**config.mk**
```make
export PLATFORM = sky130hd
export DESIGN_NAME = alu_mult_sequencer
export DESIGN_NICKNAME = d
export VERILOG_FILES = /design/src/rtl/alu_mult_sequencer.sv
export SDC_FILE = /design/constraint.sdc
export NUM_CORES = 1
export LEC_CHECK = 0
export BUFFER_PORTS_ARGS = -buffer_cell sky130_fd_sc_hd__buf_2
export CORE_UTILIZATION = 51
export CTS_BUF_LIST = sky130_fd_sc_hd__clkbuf_4 sky130_fd_sc_hd__clkbuf_8 sky130_fd_sc_hd__clkbuf_16
export CTS_CLUSTER_DIAMETER = 120
export DETAILED_ROUTE_END_ITERATION = 12
export PLACE_DENSITY_LB_ADDON = 0.25
export SKIP_LAST_GASP = 1
export SLEW_MARGIN = 40
export SYNTH_ARGS = -nofsm -noshare
export SYNTH_HDL_FRONTEND = slang
export SYNTH_SLANG_ARGS = --single-unit
```
**constraint.sdc**
```tcl
create_clock -name clk -period 5.53 [get_ports clk]
set_clock_uncertainty 0.05 [all_clocks]
set_input_delay 0.553 -clock clk [delete_from_list [all_inputs] [get_ports clk]]
set_output_delay 0.553 -clock clk [all_outputs]
set_load 0.05 [all_outputs]
```
**src/rtl/alu_mult_sequencer.sv**
```systemverilog
// alu_mult_sequencer: 32x32 low-word multiply computed as a shift-add loop on the shared ALU.
// The ALU does the adds and the one-bit shifts of the multiplicand. This block only sequences
// the ALU and holds the loop registers.
module alu_mult_sequencer #(
  parameter int unsigned MAX_ITER = 32,
  parameter logic [3:0]  ALU_ADD  = 4'b0010,
  parameter logic [3:0]  ALU_SLL  = 4'b1110,
  parameter logic [3:0]  ALU_AND  = 4'b0000
) (
  input  logic        clk,
  input  logic        reset,
  input  logic        start,
  input  logic [31:0] op_a,
  input  logic [31:0] op_b,
  output logic        busy,
  output logic        done,
  output logic [31:0] product,
  output logic [31:0] alu_rs,
  output logic [31:0] alu_rt,
  output logic [4:0]  alu_shamt,
  output logic [3:0]  alu_ctrl,
  input  logic [31:0] alu_result
);

  localparam logic [1:0] ST_IDLE  = 2'd0;
  localparam logic [1:0] ST_ADD   = 2'd1;
  localparam logic [1:0] ST_SHIFT = 2'd2;
  localparam logic [1:0] ST_DONE  = 2'd3;

  localparam logic [5:0] CNT_LAST = 6'(MAX_ITER - 1);

  logic [1:0]  state_q, state_d;
  logic [31:0] acc_q, acc_d;
  logic [31:0] m_q, m_d;
  logic [31:0] q_q, q_d;
  logic [5:0]  cnt_q, cnt_d;
  logic [31:0] product_q, product_d;
  logic        busy_q, busy_d;
  logic        done_q, done_d;

  // Next-state logic for the shift-add loop and the registered handshake outputs.
  always_comb begin
    state_d   = state_q;
    acc_d     = acc_q;
    m_d       = m_q;
    q_d       = q_q;
    cnt_d     = cnt_q;
    product_d = product_q;

    case (state_q)
      ST_IDLE: begin
        if (start) begin
          acc_d   = 32'd0;
          m_d     = op_a;
          q_d     = op_b;
          cnt_d   = 6'd0;
          state_d = (op_b == 32'd0) ? ST_DONE : ST_ADD;
        end
      end
      ST_ADD: begin
        // Accumulate the current multiplicand only when the multiplier LSB is set.
        if (q_q[0]) begin
          acc_d = alu_result;
        end
        state_d = ST_SHIFT;
      end
      ST_SHIFT: begin
        m_d   = alu_result;
        q_d   = q_q >> 1;
        cnt_d = cnt_q + 6'd1;
        // Stop early once no multiplier bits remain.
        if ((q_q[31:1] == 31'd0) || (cnt_q == CNT_LAST)) begin
          state_d = ST_DONE;
        end else begin
          state_d = ST_ADD;
        end
      end
      ST_DONE: begin
        state_d = ST_IDLE;
      end
      default: begin
        state_d = ST_IDLE;
      end
    endcase

    // acc_d covers the op_b==0 path, where acc is cleared on the same edge.
    if ((state_d == ST_DONE) && (state_q != ST_DONE)) begin
      product_d = acc_d;
    end

    busy_d = (state_d != ST_IDLE);
    done_d = (state_d == ST_DONE);
  end

  // State and datapath registers with asynchronous reset.
  always_ff @(posedge clk or posedge reset) begin
    if (reset) begin
      state_q   <= ST_IDLE;
      acc_q     <= 32'd0;
      m_q       <= 32'd0;
      q_q       <= 32'd0;
      cnt_q     <= 6'd0;
      product_q <= 32'd0;
      busy_q    <= 1'b0;
      done_q    <= 1'b0;
    end else begin
      state_q   <= state_d;
      acc_q     <= acc_d;
      m_q       <= m_d;
      q_q       <= q_d;
      cnt_q     <= cnt_d;
      product_q <= product_d;
      busy_q    <= busy_d;
      done_q    <= done_d;
    end
  end

  // ALU operand/opcode decode from state only, so alu_result never feeds back combinationally.
  always_comb begin
    alu_ctrl  = ALU_AND;
    alu_rs    = 32'd0;
    alu_rt    = 32'd0;
    alu_shamt = 5'd0;
    case (state_q)
      ST_ADD: begin
        alu_ctrl = ALU_ADD;
        alu_rs   = acc_q;
        alu_rt   = m_q;
      end
      ST_SHIFT: begin
        alu_ctrl  = ALU_SLL;
        alu_rt    = m_q;
        alu_shamt = 5'd1;
      end
      default: begin
      end
    endcase
  end

  assign busy    = busy_q;
  assign done    = done_q;
  assign product = product_q;

endmodule

```
# After elaboration in Yosys (flattened, before gate mapping)
# Index checks and enable logic that the tools add are counted.
[classes]
add_sub_neg = 1
multipliers = 0
n_div = 0
magnitude_cmp = 0
eq_ne = 7
shifts = 0
n_mux = 17
bitwise_logic = 0
n_reduce_logical = 9
[ops]
columns = ["cell", "n"]
rows = [
  ["two-way mux 32 bit", 6],
  ["case mux 32 bit (2 select lines)", 3],
  ["logical NOT 32 bit", 1],
  ["logical NOT 31 bit", 1],
  ["case mux 6 bit (2 select lines)", 1],
  ["case mux 2 bit (4 select lines)", 1],
  ["case mux 4 bit (2 select lines)", 1],
  ["adder 6 x 1 -> 6 bit (second input constant)", 1],
  ["== test 2 bit (second input constant)", 3],
  ["== test 6 x 5 -> 1 bit (second input constant)", 1],
  ["two-way mux 2 bit", 3],
  ["two-way mux 6 bit", 1],
  ["inequality test 2 bit (second input constant)", 2],
  ["nonzero test 2 bit", 2],
  ["== test 2 x 1 -> 1 bit (second input constant)", 1],
  ["logical NOT 2 bit", 1],
  ["AND reduction 2 bit", 1],
  ["OR reduction 2 bit", 1],
  ["logical AND 1 bit", 1],
  ["logical OR 1 bit", 1],
  ["two-way mux 1 bit", 1],
]
[totals]
regBits = 138
latch_bits = 0
mem_bits_rw = 0
romBits = 0
output_inout_bits = 107
memories = 0

# Depth between registers and ports, before layout
# Gate-level depths: netlist (run 1).
[depth]
word_depth = 6
mapped_depth = 9
ltp_nobuf = 7

# Worst setup path after synthesis (run 1)
# Ideal clock, no wire load.
[synth_timing]
kind = "register -> register"
from = "reg state_q[0]"
to = "reg product_q[0], in the netlist product[0]"
setup_time_ns = 0.125
t_arrival_ns = 2.239
t_required_ns = 5.355
path_slack_ns = 3.116
stages_incl_launch_ff = 9
n_path_buf = 1
synth_period_minus_slack_ns = 2.414
cell_sequence = "dfrtp_1 > inv_1 > ha_1 > nor4b_1 > nand4_1 > o221ai_2 > nand3_4 > buf_6 > mux2_4"
[synth_via]
elab_chain_len = 4
elab_cells_between_ends = 10
[synth_rtl]
columns = ["element", "line_no", "text"]
rows = [
  ["start, declared", "32", "logic [1:0] state_q, state_d;"],
  ["start signal, assigned", "107", "state_q <= state_d;"],
  ["== test 2 bit (tied with other cells)", "50", "case (state_q)"],
  ["case mux 2 bit (4 select lines)", "50", ""],
  ["== test 2 bit", "87", "if ((state_d == ST_DONE) && (state_q != ST_DONE)) begin"],
  ["logical AND 1 bit", "87", ""],
  ["end signal, assigned", "112", "product_q <= product_d;"],
  ["end, declared", "37", "logic [31:0] product_q, product_d;"],
]
# Parallel ways exist; a longest one is shown, timed or not.
# A chain may end at the register's enable or synchronous reset.

# Final worst setup path (run 1)
[layout_timing]
from = "reg state_q[0]"
to = "reg product_q[8], in the netlist product[8]"
# Same word-level chain as after synthesis.

==> results of run 1 <==
## routing by layer
metal,vias to the layer above,track usage
met3,30,0.0659
li1,2384,-
met5,-,0
met2,188,0.413
met1,2427,0.323
met4,0,0.119
## cells by family (layout without fill, tap and decap cells)
logic type	count (synthesis)	count (layout)	share of synthesized area
AOI/OAI and AO/OA	112	112	0.113
xor gates and xnor gates	1	1	0.00134
adders and majority gates	5	5	0.00955
buffers and inverters	51	246	0.0382
DFF	138	138	0.527
muxes	96	96	0.170
other	1	5	0.000573
and+or+nand+nor	171	171	0.140
## synth_stat cells (all sizes together)
cell type / instances / share of area
a21o: 2 / 0.0023
a21oi: 1 / 0.00076
a22o: 35 / 0.047
a32o: 1 / 0.0015
and2: 65 / 0.062
buf: 18 / 0.019
clkbuf: 28 / 0.016
conb: 1 / 0.00057
dfrtp: 138 / 0.53
ha: 5 / 0.0096
inv: 5 / 0.0029
mux2: 33 / 0.074
mux2i: 63 / 0.096
nand2: 70 / 0.040
nand2b: 3 / 0.0029
nand3: 4 / 0.0050
nand3b: 2 / 0.0023
nand4: 3 / 0.0029
nor2: 5 / 0.0029
nor3: 3 / 0.0023
nor4: 14 / 0.016
nor4b: 2 / 0.0036
o211ai: 1 / 0.0011
o21a: 2 / 0.0023
o21ai: 67 / 0.051
o221ai: 1 / 0.0023
o22ai: 1 / 0.00096
o31ai: 1 / 0.0032
xnor2: 1 / 0.0013
## flip-flops by register name, indices dropped and copies added, names as in the netlist
register	cells
done	1
m_q	32
acc_q	32
busy	1
state_q	2
cnt_q	6
product	32
q_q	32
## worst max-delay path: cells and delay by family, from the launching register on
family,cells,cell delay (ns)
buf+inv,2,0.77
simple gates,2,0.72
fa+ha+maj,1,0.64
mux,1,0.51
flops,1,0.41
compound gates,1,0.26
## final timing paths
kind | start | end | slack, ns | cells past startpoint
max | state_q[0] | product[8] | 1.98 | 7
min | reset | m_q[24] | 0.005 | 2
max reg2reg | state_q[0] | product[8] | 1.98 | 7
min reg2reg | m_q[2] | m_q[2] | 0.43 | 2
max in group asynchronous | reset | q_q[3] | 4.13 | 4
min in group clk | alu_result[16] | acc_q[16] | 0.35 | 2
## placed cells by master, fill, tap and decap left out, types with 3 or more instances in the layout
cell type / synthesis / layout
sky130_fd_sc_hd__nor2_1: 5 / 5
sky130_fd_sc_hd__nand4_1: 3 / 3
sky130_fd_sc_hd__nor3_1: 3 / 3
sky130_fd_sc_hd__nand2_1: 70 / 70
sky130_fd_sc_hd__mux2_2: 3 / 3
sky130_fd_sc_hd__clkbuf_16: 0 / 17
sky130_fd_sc_hd__o21ai_0: 67 / 66
sky130_fd_sc_hd__buf_2: 8 / 202
sky130_fd_sc_hd__nor4_1: 11 / 11
sky130_fd_sc_hd__nor4_2: 3 / 3
sky130_fd_sc_hd__dfrtp_1: 138 / 138
sky130_fd_sc_hd__and2_1: 65 / 65
sky130_fd_sc_hd__inv_1: 5 / 4
sky130_fd_sc_hd__clkinv_4: 0 / 7
sky130_fd_sc_hd__mux2i_1: 63 / 63
sky130_fd_sc_hd__a22o_1: 35 / 35
sky130_fd_sc_hd__nand3_1: 3 / 3
sky130_fd_sc_hd__conb_1: 1 / 5
sky130_fd_sc_hd__inv_6: 0 / 4
sky130_fd_sc_hd__nand2b_1: 3 / 3
sky130_fd_sc_hd__buf_4: 7 / 6
sky130_fd_sc_hd__mux2_4: 30 / 30
sky130_fd_sc_hd__bufinv_16: 0 / 3
## metrics by stage
step | std cells | instance area, um2 | utilization | hold slack (ns)
2_1_floorplan | 579 | 6560 | - | 0.392
3_3_place_gp | 911 | 7620 | 0.606 | 0.404
3_5_place_dp | 913 | 7640 | 0.608 | 0.414
4_1_cts | 945 | 8250 | 0.657 | 0.250
5_1_grt | 946 | 8280 | 0.659 | 0.00213
6_report | 946 | 8280 | 0.659 | 0.00525
## layout make-up
type,instances,share of cell area
flip-flops and latches,138,0.417
clock inverters,15,0.0230
well taps,172,0.0260
inverters,5,0.00287
repair buffers,209,0.131
clock buffers,17,0.0514
multi-input cells,390,0.349
## power by group
group | leakage, uW | internal, uW | switching, uW | total, uW
clock | 0.000299 | 718 | 461 | 1180
combinational | 0.00217 | 1030 | 2270 | 3300
sequential | 0.00178 | 1470 | 275 | 1740
total | 0.00425 | 3220 | 3010 | 6220
==> results.sh, run 1 <==
export IMPL_cap_viol_max_count=0
export IMPL_drt_drc_violations_left=0
export IMPL_power_density_mw_per_mm2=752
export IMPL_critical_path_arrival_ns=3.80
export IMPL_sequence_of_cells_on_the_critical_path="inv_1 > ha_4 > buf_4 > nand3b_1 > o221ai_2 > nand3_4 > mux2_4"
export IMPL_detail_route_vias_per_cell=5.32
export IMPL_totalPowerFinal_uw=6220
export IMPL_initial_core_util=0.521
export IMPL_io_buffer_count=200
export IMPL_slew_viol_final=0
export IMPL_relSlewSlack=0.515
export IMPL_timing_worst_slew_pin_value_ns=0.728
export IMPL_worst_path_max_fanout=43
export IMPL_wl_met1_mm=6.93
export IMPL_die_height_um=115
export IMPL_synthDistinctLibCells=35
export IMPL_dr_total_vias=5029
export IMPL_worst_setup_path_type="flop to flop"
export IMPL_diodes=0
export IMPL_area_growth_pct=26.4
export IMPL_worstSkewPairLatency_ns=0.42
export IMPL_drtPass1Iterations=4
export IMPL_final_worst_path_period_need_ns=3.55
export IMPL_grt_max_degree=85
export IMPL_max_clock_freq_ghz=0.282
export IMPL_finalHoldViolCount=0
export IMPL_dieWidth_um=115
export IMPL_first_global_vias=4867
export IMPL_placementRows=41
export IMPL_setup_tns_ns=0
export IMPL_crit_path_top_delay_cell="sky130_fd_sc_hd__ha_4"
export IMPL_post_cts_resize_count=0
export IMPL_hpwl_mm=11.2
export IMPL_worst_endpoint_required_ns=5.78
export IMPL_netlist_area_mm2=0.00655
export IMPL_path_clk_slew_ns=0.06
export IMPL_postLayoutSetupSlackWorst_ns=1.98
export IMPL_worstSetupEndpointType="flop"
export IMPL_route_final_wire_length_mm=16.2
export IMPL_power_ir_vdd_worst_uv=377
export IMPL_tritoncts="done"
export IMPL_finish_net_count=865
export IMPL_antenna_found_initial=0
export IMPL_gp_routability_congestion=0.782
export IMPL_dr_wl_met3_um=980
export IMPL_yosys_register_bits=138
export IMPL_run_status="finished clean"
export IMPL_detailedRoute_firstIterationViolations=296
export IMPL_worst_setup_path_start_kind="flop"
export IMPL_fill_cells=985
export IMPL_place_worst_setup_slack_ns=2.02
export IMPL_timing_hold_worst_class="primary input to async pin"
export IMPL_postSynthCellCount=575
export IMPL_core_area_mm2=0.0126
export IMPL_critPathMaxStageDelay_ns=0.64
export IMPL_cts_bufs_inserted=17
export IMPL_ys_seq_area_frac=0.527
export IMPL_die_area_mm2=0.0133
export IMPL_area_sequential_mm2=0.00345
export IMPL_ctsHoldBuffers=0
export IMPL_first_pass_grt_wire_length_mm=25.3
export IMPL_multi_input_comb_area_mm2=0.00289
export IMPL_gr_total_overflow=0
export IMPL_clk_root_buffer_cell="sky130_fd_sc_hd__clkbuf_16"
export IMPL_fin_crit_sh=0.642
export IMPL_setup_repair_after_global_routing_missed_its_margin="false"
export IMPL_routed_wl_met2_mm=7.83
export IMPL_clockBufferDepth=2
export IMPL_postCtsSetupRepairBufs=0
export IMPL_numClockSinks=138
export IMPL_power_static_leakage_uw=0.00425
export IMPL_setup_viol=0
export IMPL_cts_htree_levels=4
export IMPL_postRouteAntennaNets=0
export IMPL_ios=206
export IMPL_all_layer_global_routing_usage=0.256
export IMPL_topRoutingLayerUsed="met4"
export IMPL_drive_gt1_frac=0.370
export IMPL_drt_wirelength_per_cell_um=17.1
export IMPL_synth_area_per_inst_um2=11.4
export IMPL_yosys_warnings=0
Note: power is estimated with default switching activity, not from simulation.
==> run 2: changes to the inputs <==
--- a/config.mk
+++ b/config.mk
@@ -6,7 +6,7 @@
 export NUM_CORES = 1
 export LEC_CHECK = 0
 export BUFFER_PORTS_ARGS = -buffer_cell sky130_fd_sc_hd__buf_2
-export CORE_UTILIZATION = 51
+export CORE_UTILIZATION = 46
 export CTS_BUF_LIST = sky130_fd_sc_hd__clkbuf_4 sky130_fd_sc_hd__clkbuf_8 sky130_fd_sc_hd__clkbuf_16
 export CTS_CLUSTER_DIAMETER = 120
 export DETAILED_ROUTE_END_ITERATION = 12
==> constraint.sdc (replaced) <==
create_clock -name clk -period 3.05 [get_ports clk]
set_clock_uncertainty 0.05 [all_clocks]
set_input_delay 0.305 -clock clk [delete_from_list [all_inputs] [get_ports clk]]
set_output_delay 0.305 -clock clk [all_outputs]
set_load 0.05 [all_outputs]
==> run 2 against run 1 <==
Critical endpoint is now alu_ctrl[2]; combinational power rose by 84%; register-to-register slack got worse by 1.7 ns; critical path depth down 2; first-iteration DRC count up 5.1%; worst hold slack improved by 0.042 ns; largest cell class unchanged.
==> results.sh, run 2 (synthesis results as in run 1) <==
export IMPL_run_status="finished clean"
export IMPL_power_static_leakage_uw=0.00428
export IMPL_postCtsSetupRepairBufs=0
export IMPL_slew_viol_final=0
export IMPL_setup_tns_ns=0
export IMPL_clk_root_buffer_cell="sky130_fd_sc_hd__clkbuf_16"
export IMPL_relSlewSlack=0.500
export IMPL_first_global_vias=4900
export IMPL_cap_viol_max_count=0
export IMPL_initial_core_util=0.472
export IMPL_mostFrequentLayoutCell="sky130_fd_sc_hd__buf_2"
export IMPL_finish_net_count=867
export IMPL_dieWidth_um=121
export IMPL_core_area_mm2=0.0139
export IMPL_post_cts_resize_count=1
export IMPL_gr_total_overflow=0
export IMPL_path_clk_slew_ns=0.05
export IMPL_setup_repair_after_global_routing_missed_its_margin="false"
export IMPL_crit_path_top_delay_cell="sky130_fd_sc_hd__buf_6"
export IMPL_io_buffer_count=200
export IMPL_critPathMaxStageDelay_ns=0.58
export IMPL_finalHoldViolCount=0
export IMPL_antenna_found_initial=0
export IMPL_placementRows=43
export IMPL_diodes=0
export IMPL_area_growth_pct=27.3
export IMPL_final_worst_path_period_need_ns=2.85
export IMPL_final_cell_mix="sky130_fd_sc_hd__buf_2, sky130_fd_sc_hd__dfrtp_1, sky130_fd_sc_hd__nand2_1"
export IMPL_worst_setup_path_type="flop to output port"
export IMPL_fin_worst_hold_slack_ns=0.0476
export IMPL_fin_crit_sh=0.935
export IMPL_grt_max_degree=139
export IMPL_gp_routability_congestion=0.819
export IMPL_ctsHoldBuffers=0
export IMPL_drt_drc_violations_left=0
export IMPL_worstSkewPairLatency_ns=0.42
export IMPL_finish_utilization=0.601
export IMPL_hpwl_mm=11.1
export IMPL_detail_route_vias_per_cell=5.30
export IMPL_critical_path_startpoint="state_q[0]"
export IMPL_die_area_mm2=0.0147
export IMPL_first_pass_grt_wire_length_mm=25.4
export IMPL_area_sequential_mm2=0.00345
export IMPL_postRouteAntennaNets=0
export IMPL_worst_path_max_fanout=54
export IMPL_die_height_um=121
export IMPL_worstSetupEndpointType="output port"
export IMPL_setup_viol=0
export IMPL_worst_endpoint_required_ns=2.69
export IMPL_all_layer_global_routing_usage=0.229
export IMPL_route_final_wire_length_mm=16.3
export IMPL_numClockSinks=138
export IMPL_drt_wirelength_per_cell_um=17.1
export IMPL_max_clock_freq_ghz=0.351
export IMPL_rrSetupSlack_ns=0.29
export IMPL_cts_htree_levels=4
export IMPL_timing_rr_start="state_q[0]"
export IMPL_power_density_mw_per_mm2=1370
export IMPL_detailedRoute_firstIterationViolations=311
export IMPL_critical_path_arrival_ns=2.50
export IMPL_drtPass1Iterations=4
export IMPL_timing_critical_path_max_delay_family="buffers and inverters"
export IMPL_fill_cells=1186
export IMPL_multi_input_comb_area_mm2=0.00288
export IMPL_power_ir_vdd_worst_uv=852
export IMPL_drive_gt1_frac=0.369
export IMPL_clockBufferDepth=2
export IMPL_path_buf_inv=4
export IMPL_dr_total_vias=5063
export IMPL_final_cell_area_mm2=0.00834
export IMPL_timing_worst_slew_pin_value_ns=0.750
export IMPL_sequence_of_cells_on_the_critical_path="inv_1 > ha_4 > buf_4 > buf_6 > buf_2"
export IMPL_postPlaceCellArea_mm2=0.00769
export IMPL_tritoncts="done"
export IMPL_worst_setup_path_start_kind="flop"
export IMPL_cts_bufs_inserted=17
export IMPL_timing_hold_worst_class="primary input to async pin"
export IMPL_ios=206
[run 2: changes by cell type in the layout (fill, tap and decap cells not counted)]
cell,change
sky130_fd_sc_hd__ha_1,+2
sky130_fd_sc_hd__inv_6,-4
sky130_fd_sc_hd__buf_6,+1
sky130_fd_sc_hd__buf_16,-1
sky130_fd_sc_hd__clkinv_4,-7
sky130_fd_sc_hd__clkbuf_8,+6
sky130_fd_sc_hd__clkbuf_4,+3
sky130_fd_sc_hd__clkinvlp_4,+1
sky130_fd_sc_hd__buf_4,+2
sky130_fd_sc_hd__buf_2,-2
sky130_fd_sc_hd__buf_12,+2
sky130_fd_sc_hd__ha_2,-2
sky130_fd_sc_hd__clkinv_2,+1
[run 2: final cells by class]
class                   count  area share
clock buffers              26      0.0636
clock inverters             6      0.0129
inverters                   5     0.00270
multi-input cells         390       0.346
flip-flops and latches    138       0.414
well taps                 180      0.0270
repair buffers            211       0.133
[run 2: worst paths after layout]
kind | end | depth (start not counted)
max | alu_ctrl[2] | 5
min | product[25] | 3
max reg2reg | product[12] | 7
min reg2reg | m_q[22] | 2
max in group asynchronous | m_q[7] | 3
min in group clk | acc_q[1] | 2
[run 2: report_power, final]
part           total (uW)  internal (uW)  switching (uW)
Clock                2180           1440             743
Combinational        6070           1920            4150
Sequential           3150           2670             489
[run 2: layer usage]
metal / up-vias / wire length [um] / track usage
met2: 169 / 7630 / 0.358
met3: 26 / 843 / 0.0597
met1: 2479 / 7410 / 0.299
met5: - / 0 / 0
met4: 0 / 434 / 0.0988
li1: 2389 / - / -
[run 2: through the flow]
step / power (uW) / cells / setup WS [ns]
floorplan: 7840 / 579 / 0.636
finish: 11400 / 956 / 0.198
global route: 12100 / 956 / 0.118
global placement: 9120 / 924 / 0.409
CTS: 11500 / 956 / 0.210
detailed placement: 9280 / 924 / 0.324
[run 2: tightest hold or removal path: stages]
cell and delay (ns):
sky130_fd_sc_hd__buf_2 0.11, sky130_fd_sc_hd__clkinvlp_4 0.07, sky130_fd_sc_hd__buf_12 0.51
